$ cat src/rtl/mem_arbiter.sv
// Round-robin arbiter sharing one memory port between an instruction-fetch
// side (32-bit) and a data side (64-bit), with a per-transaction timeout.
//
// state  | meaning
// IDLE   | no transaction; sample requests, grant one at the next edge
// BUSY_I | instruction request presented on the memory port
// BUSY_D | data request presented on the memory port
// RESP   | one-cycle done pulse (with err_o) to the granted side
module mem_arbiter #(
    parameter int unsigned TIMEOUT = 16
) (
    input  logic        clk_i,
    input  logic        rst_ni,
    input  logic        i_req_i,
    input  logic [31:0] i_addr_i,
    output logic        i_done_o,
    output logic [31:0] i_rdata_o,
    input  logic        d_req_i,
    input  logic        d_we_i,
    input  logic [63:0] d_addr_i,
    input  logic [63:0] d_wdata_i,
    output logic        d_done_o,
    output logic [63:0] d_rdata_o,
    output logic        err_o,
    output logic        mem_req_o,
    output logic        mem_we_o,
    output logic [63:0] mem_addr_o,
    output logic [63:0] mem_wdata_o,
    input  logic [63:0] mem_rdata_i,
    input  logic        mem_ready_i
);

    typedef enum logic [1:0] {
        IDLE   = 2'd0,
        BUSY_I = 2'd1,
        BUSY_D = 2'd2,
        RESP   = 2'd3
    } state_t;

    localparam logic [7:0] CNT_LAST = 8'(TIMEOUT - 1);

    state_t     state_q;
    logic       last_d_q;
    logic [7:0] cnt_q;

    // The memory-port output registers double as the latched request.
    always_ff @(posedge clk_i) begin
        if (!rst_ni) begin
            state_q     <= IDLE;
            last_d_q    <= 1'b1;
            cnt_q       <= '0;
            i_done_o    <= 1'b0;
            d_done_o    <= 1'b0;
            i_rdata_o   <= '0;
            d_rdata_o   <= '0;
            err_o       <= 1'b0;
            mem_req_o   <= 1'b0;
            mem_we_o    <= 1'b0;
            mem_addr_o  <= '0;
            mem_wdata_o <= '0;
        end else begin
            case (state_q)
                IDLE: begin
                    if (i_req_i && (!d_req_i || last_d_q)) begin
                        state_q     <= BUSY_I;
                        last_d_q    <= 1'b0;
                        cnt_q       <= '0;
                        mem_req_o   <= 1'b1;
                        mem_we_o    <= 1'b0;
                        mem_addr_o  <= {32'h0, i_addr_i};
                        mem_wdata_o <= '0;
                    end else if (d_req_i) begin
                        state_q     <= BUSY_D;
                        last_d_q    <= 1'b1;
                        cnt_q       <= '0;
                        mem_req_o   <= 1'b1;
                        mem_we_o    <= d_we_i;
                        mem_addr_o  <= d_addr_i;
                        mem_wdata_o <= d_wdata_i;
                    end
                end
                BUSY_I, BUSY_D: begin
                    if (!mem_ready_i) begin
                        cnt_q <= cnt_q + 8'd1;
                    end
                    // A ready arriving on the timeout cycle still counts as success.
                    if (mem_ready_i || (cnt_q == CNT_LAST)) begin
                        state_q     <= RESP;
                        i_done_o    <= (state_q == BUSY_I);
                        d_done_o    <= (state_q == BUSY_D);
                        err_o       <= !mem_ready_i;
                        d_rdata_o   <= mem_ready_i ? mem_rdata_i : 64'h0;
                        i_rdata_o   <= mem_ready_i ? mem_rdata_i[31:0] : 32'h0;
                        mem_req_o   <= 1'b0;
                        mem_we_o    <= 1'b0;
                        mem_addr_o  <= '0;
                        mem_wdata_o <= '0;
                    end
                end
                RESP: begin
                    state_q   <= IDLE;
                    i_done_o  <= 1'b0;
                    d_done_o  <= 1'b0;
                    err_o     <= 1'b0;
                    i_rdata_o <= '0;
                    d_rdata_o <= '0;
                end
                default: begin
                    state_q <= IDLE;
                end
            endcase
        end
    end

endmodule

$ cat config.mk
export PLATFORM = sky130hd
export DESIGN_NAME = mem_arbiter
export DESIGN_NICKNAME = d
export VERILOG_FILES = /design/src/rtl/mem_arbiter.sv
export SDC_FILE = /design/constraint.sdc
export NUM_CORES = 1
export LEC_CHECK = 0
export BUFFER_PORTS_ARGS = -buffer_cell sky130_fd_sc_hd__buf_2
export CAP_MARGIN = 20
export CORE_AREA = 3 3 175 177
export DETAILED_ROUTE_END_ITERATION = 8
export DIE_AREA = 0 0 178 180
export PLACE_DENSITY_LB_ADDON = 0.2
export SYNTH_ARGS = -nofsm -noshare
export SYNTH_HDL_FRONTEND = slang
export SYNTH_SLANG_ARGS = --single-unit
$ cat constraint.sdc
create_clock -name clk_i -period 3.6 [get_ports clk_i]
set_input_delay 0 -clock clk_i [delete_from_list [all_inputs] [get_ports clk_i]]
set_output_delay 0 -clock clk_i [all_outputs]
set_load 0.05 [all_outputs]
[After elaboration in Yosys (flattened, before gate mapping)]
Cells that the tools add are included.
Storage, ports and cells
  register bits: 240
  input port bits: 230
  output and inout port bits: 229
  word-level logic and storage cells: 70
Cells by class
  add/subtract/negate cells: 1
  equal/unequal tests: 7
  mux-type cells: 35
  reductions and logical operators: 15
Operators with widths (count)
  $mux W64: 7
  $pmux W64 S2: 3
  $mux W32: 2
  $pmux W32 S2: 1
  $mux W8: 3
  $pmux W8 S2: 1
  $pmux W1 S2: 5
  $mux W1: 9
  $add A8 B1 Y8 const B: 1
  $eq A8 B4 Y1 const B: 1
  $mux W2: 3
  $pmux W2 S3: 1
  $reduce_and A2 Y1: 3
  $reduce_and A3 Y1: 2
  $reduce_bool A2 Y1: 3
  $eq A2 B2 Y1 const B: 2
  $ne A2 B2 Y1 const B: 2
  $ne A3 B3 Y1 const B: 1
  $eq A2 B1 Y1 const B: 1
  $logic_not A1 Y1: 2
  $logic_not A2 Y1: 1
  $logic_or A1 B1 Y1: 2
  $reduce_or A2 Y1: 1
  $logic_and A1 B1 Y1: 1

[Depth between registers and ports, before layout]
  depth after elaboration: 5
  depth in mapped cells: 11
  gate-level depth less buffers: 6

[Worst setup path after synthesis]
OpenSTA, ideal clock, no wires.
  path type: register -> register
  from: reg state_q[0]
  to: reg mem_addr_o[56]
  setup time: 0.116 ns
  arrival: 2.002 ns
  required time: 3.484 ns
  slack: 1.482 ns
  cell stages (with the launch flop): 11
  buffers on the path: 4
  clock period less this slack: 2.118 ns
  path through: dfxtp_1 > inv_1 > ha_1 > buf_2 > nand2b_1 > buf_2 > a41oi_4 > nor2_4 > buf_4 > buf_2 > a31o_2
Between the ends
  longest elaborated chain between the ends: 4
  elaborated cells between the ends (all ways): 9
  those cells by class: 4 x eq/ne; 1 x mux; 4 x reduce/logical
RTL lines
  from (decl): RTL line 42  | state_t state_q;
  from (signal assigned): RTL line 49  | state_q <= IDLE;
  from (signal assigned): RTL line 65  | state_q <= BUSY_I;
  from (signal assigned): RTL line 73  | state_q <= BUSY_D;
  $eq A2 B1 Y1 / $eq A2 B2 Y1 (equally long branches): RTL line 62  | case (state_q)
  $reduce_or A2 Y1: RTL line 62
  $ne A2 B2 Y1 (no line) / $reduce_bool A2 Y1 (equally long branches)
  $reduce_and A3 Y1 (no line)
  to (signal assigned): RTL line 70  | mem_addr_o <= {32'h0, i_addr_i};
  to (signal assigned): RTL line 78  | mem_addr_o <= d_addr_i;
  to (decl): RTL line 27  | output logic [63:0] mem_addr_o,
Parallel ways exist; a longest one is shown, timed or not.
A chain may end at the register's enable or synchronous reset.

[Worst setup path in the final report]
  from: reg state_q[0]
  to: reg mem_wdata_o[15]
Between the ends
  longest elaborated chain between the ends: 4
  elaborated cells between the ends (all ways): 9
  those cells by class: 4 x eq/ne; 1 x mux; 4 x reduce/logical
RTL lines
  $eq A2 B1 Y1 / $eq A2 B2 Y1 (equally long branches): RTL line 62
  $reduce_or A2 Y1: RTL line 62
  $ne A2 B2 Y1 (no line) / $reduce_bool A2 Y1 (equally long branches)
  $reduce_and A3 Y1 (no line)
  to (signal assigned): RTL line 79  | mem_wdata_o <= d_wdata_i;
  to (decl): RTL line 28  | output logic [63:0] mem_wdata_o,
Parallel ways exist; a longest one is shown, timed or not.

==> reports/qor.csv <==
stage;metric;value;unit
run_status;outcome;finished, final reports clean;
synth;synth_flop_cell;dfxtp_1;
cts;root_buffer;clkbuf_16;
setup_path;worstPathRequired;4.07;ns
setup_path;end_kind;flip-flop;
final_layout;areaGrowthSynthToFinish;60.41;%
cts;clk_pin_slew;0.06;ns
synth;synth_top_area_share;45.90;%
timing;hold_viol_final;0;
synth;ys_seq_area_share;45.90;%
cts;cts_buffers;25;
cts;cts.hold.buffers_added;230;
cts;cts_tree;built;
setup_path;cp_num_buf_inv;2;
cts;clockBufferDepth;3;
floorplanning;die_w;178;um
timing;worst_pin_slew;1.144;ns
flow_run;drv_cap;0;
synth;ys_ff_latch;208;
routing;dr.first_iter.drc_count;381;
setup_path;critPathArrivalTime;3.02;ns
power;power_density;895.0;nW/um^2
setup_path;criticalPathCategory;flip-flop to flip-flop;
synth;yosysTopAreaCell;dfxtp_1;
global_routing;grt_max_degree;206;
timing;finalMaxSlewViolations;0;
routing;routed-via-count;9729;
floorplanning;rows;63;
global_routing;grt_pass1_wl;51050;um
setup_path;worstPathCellList;inv_1 -> ha_1 -> nand2b_1 -> a41oi_4 -> nor2_4 -> buf_4 -> a31o_2;
synth;syn_avg_cell_area;9.027;sq um
routing;drtPass1Iterations;4;
synth;synthTopCellsByArea;dfxtp_1 46%, mux2i_1 11%, nand2_1 10%;
cts;post-cts-setup-buffer-count;0;
final_layout;final_cell_area;14550;sq um
setup_path;critPathTopFamily;buffers and inverters;
timing;timing.final.crit_share;70.90;%
global_routing;grt_pass1_vias;9444;
floorplanning;chipHeight;180;um
placement;gp_congestion;0.7715;
routing;drc;0;
power;power.leakage;0.006732;uW
timing;grt_setup_unrepaired;false;
global_routing;antenna_found_initial;1;
placement;placed_cell_area;11410;sq um
global_routing;track_usage;19.28;%
cts;ctsResizeCount;0;
setup_path;cp_max_fo;97;
routing;drtAntennaViolNets;0;
worst_hold_path;hold_class;input port to flip-flop;
synth;netlist_top_cells_count;241 x nand2_1, 208 x dfxtp_1, 104 x a21oi_1;
timing;clock-skew-final;0.02740;ns
global_routing;grt_remaining_overflow;0;
synth;synth.most_common_cell;nand2_1;
cts;htreeDepth;1;
timing;relSlewSlack;23.73;%
synth;syn-instance-count;1005;
synth;async_flop_share;0;%
floorplanning;core;29400;sq um
floorplanning;dieArea;32040;sq um
placement;hpwl;20600;um
synth;synth_edf_count;0;
timing;period_needed;2.552;ns
synth;yosys_warnings;0;
cts;cts.sinks;208;
placement;portBuffers;458;
routing;finalWirelength;33050;um
setup_path;worst_setup_path_start_kind;flip-flop;
synth;ys_types;40;
timing;setup_tns;0;ns
synth;synthesis.area;9072;sq um
timing;fmax;391.8;MHz
routing;vias_per_cell;4.809;
final_layout;drive_gt1_share;37.75;%
setup_path;crit_slowest_cell;buf_4;
floorplanning;start_util;30.86;%
routing;post_drt_wl_per_cell;16.34;um
synth;synth_nets;1241;
final_layout;nets;1849;
setup_path;critical-path-max-stage-delay;0.79;ns
cts;clk_latency;0.53;ns
floorplanning;io_pins;459;
power;vdd_drop_max;0.0007058;V
timing;setup_viol;0;
## cell families (layout without fill, tap and decap cells)
| kind of cell | after synthesis | in the layout | share of synthesized area [%] |
|---|---|---|---|
| AO/OA/AOI/OAI | 287 | 287 | 22.47 |
| AND/OR/NAND/NOR | 272 | 272 | 12.14 |
| flip-flops | 208 | 208 | 45.90 |
| buffers and inverters | 134 | 761 | 7.861 |
| multiplexers | 98 | 98 | 10.81 |
| adder cells (fa/ha/maj) | 6 | 6 | 0.8275 |
| other | 0 | 1 | 0 |
## routing by layer
layer  global-route usage [%]  wire length, um
met5                        0                0
met4                    5.309              832
met3                    5.112             2711
met2                    35.03            16770
met1                    22.01            12740
## per-stage QoR
stage               hold slack (ns)  total power [uW]  setup WS [ns]  std cells  util (%)
floorplan                    0.1342              8808          1.482       1005         -
global placement             0.2172             10330          1.141       1746     38.79
detailed placement           0.2226             10350          1.083       1746     38.79
CTS                          0.1985             13170          1.070       2022     49.49
global route                 0.2176             13690         0.9209       2023     49.50
finish                       0.2282             13020          1.048       2023     49.50
## state kept, by name, indices dropped and copies added (netlist names), 2 cells and up
register	count
cnt_q	8
d_rdata_o	33
i_rdata_o	31
mem_addr_o	64
mem_wdata_o	64
state_q	2
## report_power, final
| part | total [uW] | switching, uW | leakage, uW | internal, uW |
|---|---|---|---|---|
| Combinational | 7220 | 5300 | 0.00462 | 1920 |
| Clock | 2530 | 1030 | 0.000414 | 1510 |
| Sequential | 3280 | 328 | 0.00169 | 2950 |
## final timing paths
path	slack (ns)	from	depth (start not counted)	to
worst min register to register	0.45	d_rdata_o[62]	2	d_rdata_o[62]
worst max register to register	1.05	state_q[0]	7	mem_wdata_o[15]
worst max-delay path	1.05	state_q[0]	7	mem_wdata_o[15]
worst min-delay path	0.23	d_addr_i[63]	3	mem_addr_o[63]
## cell type report
type | count | area, sq um
Multi-Input combinational cell | 663 | 4225
Tap cell | 390 | 488.0
Clock buffer | 39 | 788.3
Fill cell | 2756 | 14850
Antenna cell | 1 | 2.502
Inverter | 6 | 22.52
Sequential cell | 208 | 4164
Timing Repair Buffer | 709 | 4808
Clock inverter | 7 | 53.80
## worst register-to-register path, stage by stage, from the launching register on
cell and delay, ns:
dfxtp_1 0.39, inv_1 0.10, ha_1 0.32, nand2b_1 0.28, a41oi_4 0.07, nor2_4 0.12, buf_4 0.79, a31o_2 0.42
## layout by cell type (no fill, tap or decap), drive strengths merged, types with 2 or more instances in the layout
cell           n
dlygate4sd3  230
nand2        241
a31o          97
o221a          3
clkinv         3
nor2          12
nand2b         5
mux2i         98
nor4           3
clkinvlp       2
dfxtp        208
nor3           2
a21oi        104
inv            8
clkbuf        39
nand3          4
o211ai        32
a31oi          2
o31ai         32
o21ai          8
ha             6
buf          479
Power figures use the tool's default switching activity.
